[src/rtl/key_matrix_scanner.sv]
// 4x4 active-low key matrix scanner. It drives one row at a time and samples the column returns,
// debounces whole frames, and reports stable key state, edge pulses and a priority key code.
module key_matrix_scanner #(
    parameter int SCAN_DIV        = 50000,
    parameter int DEBOUNCE_FRAMES = 4
) (
    input  logic        clk,
    input  logic        rst_n,
    input  logic [3:0]  key_col,
    output logic [3:0]  key_row,
    output logic [15:0] key_state,
    output logic [15:0] key_press,
    output logic [15:0] key_release,
    output logic [3:0]  key_code,
    output logic        key_valid
);

    localparam int              DIV_W    = (SCAN_DIV > 1) ? $clog2(SCAN_DIV) : 1;
    localparam logic [DIV_W-1:0] DIV_LAST = DIV_W'(SCAN_DIV - 1);
    localparam logic [3:0]      DEB_MAX  = 4'(DEBOUNCE_FRAMES);

    logic [3:0]       col_meta_q, col_sync_q;
    logic [3:0]       col_s;
    logic [DIV_W-1:0] div_q, div_d;
    logic             tick;
    logic [1:0]       row_q, row_d;
    logic [3:0]       row_drv_q, row_drv_d;
    logic [11:0]      frame_q, frame_d;
    logic [15:0]      full_frame;
    logic [15:0]      cand_q, cand_d;
    logic [3:0]       stable_q, stable_d;
    logic [15:0]      state_q, state_d;
    logic [15:0]      press_q, press_d;
    logic [15:0]      release_q, release_d;

    // Columns idle high (pulled up), so the synchronizer resets to "no key".
    always_ff @(posedge clk or negedge rst_n) begin
        if (!rst_n) begin
            col_meta_q <= 4'b1111;
            col_sync_q <= 4'b1111;
        end else begin
            col_meta_q <= key_col;
            col_sync_q <= col_meta_q;
        end
    end

    assign col_s = ~col_sync_q;
    assign tick  = (div_q == DIV_LAST);

    always_comb begin
        div_d      = tick ? '0 : div_q + 1'b1;
        row_d      = row_q;
        row_drv_d  = row_drv_q;
        frame_d    = frame_q;
        full_frame = {col_s, frame_q};
        cand_d     = cand_q;
        stable_d   = stable_q;
        state_d    = state_q;
        press_d    = '0;
        release_d  = '0;

        if (tick) begin
            row_d     = row_q + 2'd1;
            row_drv_d = ~(4'b0001 << row_d);
            for (int r = 0; r < 3; r++) begin
                if (row_q == 2'(r)) begin
                    frame_d[r*4 +: 4] = col_s;
                end
            end
            // Row 3 completes the frame: debounce against the candidate and maybe commit.
            if (row_q == 2'd3) begin
                if (full_frame != cand_q) begin
                    cand_d   = full_frame;
                    stable_d = 4'd1;
                end else if (stable_q < DEB_MAX) begin
                    stable_d = stable_q + 4'd1;
                end
                if ((stable_d == DEB_MAX) && (cand_d != state_q)) begin
                    state_d   = cand_d;
                    press_d   = cand_d & ~state_q;
                    release_d = ~cand_d & state_q;
                end
            end
        end
    end

    always_ff @(posedge clk or negedge rst_n) begin
        if (!rst_n) begin
            div_q     <= '0;
            row_q     <= 2'd0;
            row_drv_q <= 4'b1110;
            frame_q   <= '0;
            cand_q    <= '0;
            stable_q  <= '0;
            state_q   <= '0;
            press_q   <= '0;
            release_q <= '0;
        end else begin
            div_q     <= div_d;
            row_q     <= row_d;
            row_drv_q <= row_drv_d;
            frame_q   <= frame_d;
            cand_q    <= cand_d;
            stable_q  <= stable_d;
            state_q   <= state_d;
            press_q   <= press_d;
            release_q <= release_d;
        end
    end

    // Lowest-numbered pressed key wins: the downward loop leaves the smallest index last.
    always_comb begin
        key_code = 4'd0;
        for (int i = 15; i >= 0; i--) begin
            if (state_q[i]) begin
                key_code = 4'(i);
            end
        end
    end

    assign key_valid   = |state_q;
    assign key_row     = row_drv_q;
    assign key_state   = state_q;
    assign key_press   = press_q;
    assign key_release = release_q;

endmodule

[config.mk]
export PLATFORM = sky130hd
export DESIGN_NAME = key_matrix_scanner
export DESIGN_NICKNAME = d
export VERILOG_FILES = /design/src/rtl/key_matrix_scanner.sv
export SDC_FILE = /design/constraint.sdc
export NUM_CORES = 1
export LEC_CHECK = 0
export ABC_AREA = 1
export BUFFER_PORTS_ARGS = -buffer_cell sky130_fd_sc_hd__buf_2
export CAP_MARGIN = 20
export CORE_ASPECT_RATIO = 1.25
export CORE_UTILIZATION = 35
export CTS_BUF_LIST = sky130_fd_sc_hd__clkbuf_4
export CTS_CLUSTER_SIZE = 14
export DETAILED_ROUTE_END_ITERATION = 6
export HOLD_SLACK_MARGIN = 0.12
export PLACE_DENSITY = 0.57
export SLEW_MARGIN = 20
export SYNTH_ARGS = -nofsm -noshare
export SYNTH_HDL_FRONTEND = slang
export SYNTH_SLANG_ARGS = --single-unit
[constraint.sdc]
create_clock -name clk -period 2.4 [get_ports clk]
set_input_delay 0.36 -clock clk [delete_from_list [all_inputs] [get_ports clk]]
set_output_delay 0.36 -clock clk [all_outputs]
set_load 0.01 [all_outputs]
==> qor.yml <==
cts_buffers: 9
synth.area.top_cells: "dfrtp_1 (47%), ha_1 (9.0%), inv_1 (7.0%)"
cp_slowest_cell: "dfrtp_1"
worstPathArrival_ps: 1970
tritoncts: "yes"
h-tree-depth: 3
grt_use_total_pct: 14.9
fin_crit_sh_pct: 97.3
finalWirelength_um: 10700
skew_ps: 26.1
critical-path-max-stage-delay_ps: 430
synth_area_um2: 5280
powerDensity_nw_per_um2: 463
remaining_drc_errors: 9
first_pass_iters: 7
grt_pass1_wl_um: 18000
fin_crit_ps: 2330
wl_per_cell_um: 13.0
cts.sinks: 110
crit_required_ps: 2040
io_buffers: 62
root_buffer: "clkbuf_4"
r2r_slack_ps: 260
initial_utilization_pct: 36.2
drive_gt1_share_pct: 21.5
critPathKind: "reg2out"
fp.dieArea_um2: 15600
end_kind: "output port"
fp.dieW_um: 112
r2r-end: "key_state[1]$_DFFE_PN0P_"
synth_top_area_share_pct: 46.9
syn_to_final_growth_pct: 13.7
leakage_nw: 3.06
antenna_found_initial: 1
grt.overflow.total: 0
max-slew-margin-rel_pct: 67.6
gp_congestion: 0.837
cp_top_family: "simple AND/OR/NAND/NOR gates"
core_area_um2: 14600
syn_inst: 573
syn_avg_cell_area_um2: 9.22
clock_latency_ps: 490
register_area_um2: 2770
synthesis.nets: 617
worstPathMaxFanout: 3
grt_pass1_vias: 3651
final_core_utilization_pct: 41.2
vias_per_cell: 4.55
dpl.hpwl_um: 8040
fin_cells: 825
worstSetupPathDepth: 16
vdd_drop_max_v: 0.000226
ant_nets: 0
path_clk_slew_ps: 170
cp-start-kind: "register"
dieHeight_um: 139
yosysUniqueCellTypes: 35
rsz0062_at_grt: "true"
synth-seq-cells: 110
min_path_type: "in2async"
vias: 3754
hold_viol_final: 0
dp.cells: 800
ys_seq_area_share_pct: 52.4
setup_viol: 0
tns_ps: 0
ios: 63
ys_warn_count: 0
grt_max_degree: 50
fmax_ghz: 0.428
cp_common_cell: "nand2_1"
violations: "DRC"
drv_cap: 0
drtIter0Drc: 175
worst-path-buf-inv: 2
status: "complete, but fails checks"
path_cells: "inv_2 > nand2_1 > nand2_1 > nand2_1 > nand2_1 > nand2_1 > nand2_1 > nand2_1 > nand2_1 > nand2_1 > nand2_1 > nand2_1 > nand2_1 > nand2_1 > a21oi_2 > buf_2"
r2r-start: "key_state[0]$_DFFE_PN0P_"
multi_input_area_um2: 2000
fp-row-count: 49
nFillCells: 1447
yosysTopAreaCell: "dfrtp_1"
finish.net_count: 685
r2r_cells: 10
finalMaxSlewViolations: 0
cts_buffer_depth: 2
tightest_slew_ps: 482
==> per-stage QoR <==
step	hold WS [ps]	total power [W]	cell area [um^2]	setup WS, ps
2_1_floorplan	64.4	0.00192	5280	469
3_3_place_gp	343	0.00199	5810	286
3_5_place_dp	347	0.00199	5810	248
4_1_cts	320	0.00284	5990	11.3
5_1_grt	335	0.00291	6010	-171
6_report	336	0.00278	6010	65.1
==> synthesized netlist by cell type <==
cell	instances
nor3_1	7
xnor2_1	7
a211oi_1	1
or2_1	1
dfrtp_1	99
o21ai_2	16
o31ai_1	1
nand2_1	87
nor3b_1	2
o21ai_1	1
nor2_4	1
nor4_2	1
nand2_4	1
nor2_1	66
inv_1	98
nand2_2	4
o21a_1	4
a21oi_1	11
clkinv_1	1
nor2_2	5
nor3_2	1
nor4_1	5
clkbuf_1	19
xor2_1	11
o21ai_0	38
nand4_1	15
buf_6	6
buf_2	1
dfstp_2	11
nand3_1	10
nand3_2	1
and2_1	1
ha_1	38
inv_2	1
or2_2	1
==> final cells by class <==
cell class	count	area share, %
well taps	178	3.71
flip-flops and latches	110	46.1
repair buffers	83	8.67
inverters	100	6.25
diodes	1	0.0417
multi-input cells	337	33.3
clock buffers	10	1.25
clock inverters	6	0.625
==> logic make-up (layout without fill, tap and decap cells) <==
family                     Yosys count  after routing  synth area share, %
other                                0              1                    0
adders and majority gates           38             38                 9.00
buffers and inverters              126            199                 9.83
xor gates and xnor gates            18             18                 2.98
AOI/OAI and AO/OA                   72             72                 8.24
DFF                                110            110                 52.4
and+or+nand+nor                    209            209                 17.6
==> report_power, final <==
part           internal [W]  switching (W)  total (W)
clock network      0.000223       0.000604   0.000827
logic             0.0000253      0.0000600  0.0000853
registers           0.00187     0.00000273    0.00187
==> registers in the layout (all words and copies together) (netlist names) <==
signal / count
cand_q: 16
div_q: 16
key_press: 16
key_release: 16
key_state: 16
frame_q: 12
col_meta_q: 4
col_sync_q: 4
key_row: 4
stable_q: 4
row_q: 2
==> metal layers <==
layer	vias up	part of all wire [%]	track usage [%]
li1	1918	-	-
met1	1769	45	17.9
met2	54	49	25.6
met3	13	3.2	2.87
met4	0	2.0	7.04
met5	-	0	0
==> how the worst max path moves through the flow <==
stage                                    from                        end
floorplan            key_state[7]$_DFFE_PN0P_  key_state[13]$_DFFE_PN0P_
global placement     key_state[1]$_DFFE_PN0P_   key_state[2]$_DFFE_PN0P_
detailed placement   key_state[1]$_DFFE_PN0P_   key_state[7]$_DFFE_PN0P_
CTS                 key_state[14]$_DFFE_PN0P_                key_code[0]
global route        key_state[14]$_DFFE_PN0P_                key_code[0]
finish              key_state[14]$_DFFE_PN0P_                key_code[0]
==> cells in the final DEF, fill, tap and decap left out, types with 2 or more instances in the layout <==
cell type	instances
inv_1	97
dfrtp_1	96
nand2_1	87
nor2_1	66
buf_2	61
o21ai_0	38
ha_1	38
o21ai_2	16
nand4_1	15
buf_4	14
xor2_1	11
dfstp_2	11
nand3_1	10
a21oi_1	10
clkbuf_4	10
nor3_1	7
xnor2_1	7
nor4_1	5
nor2_2	5
dlygate4sd3_1	5
clkinv_1	4
nand2_2	4
o21a_1	4
dfrtp_2	3
buf_12	3
inv_2	2
nor3b_1	2
clkinv_4	2
==> timing repair <==
item,CTS,global route
setup endpoints to repair,2,9
endpoints found under the hold margin,35,0
buffers inserted,2,1
resized for setup,2,3
hold buffers,5,0
(Power assumes the default switching activity.)
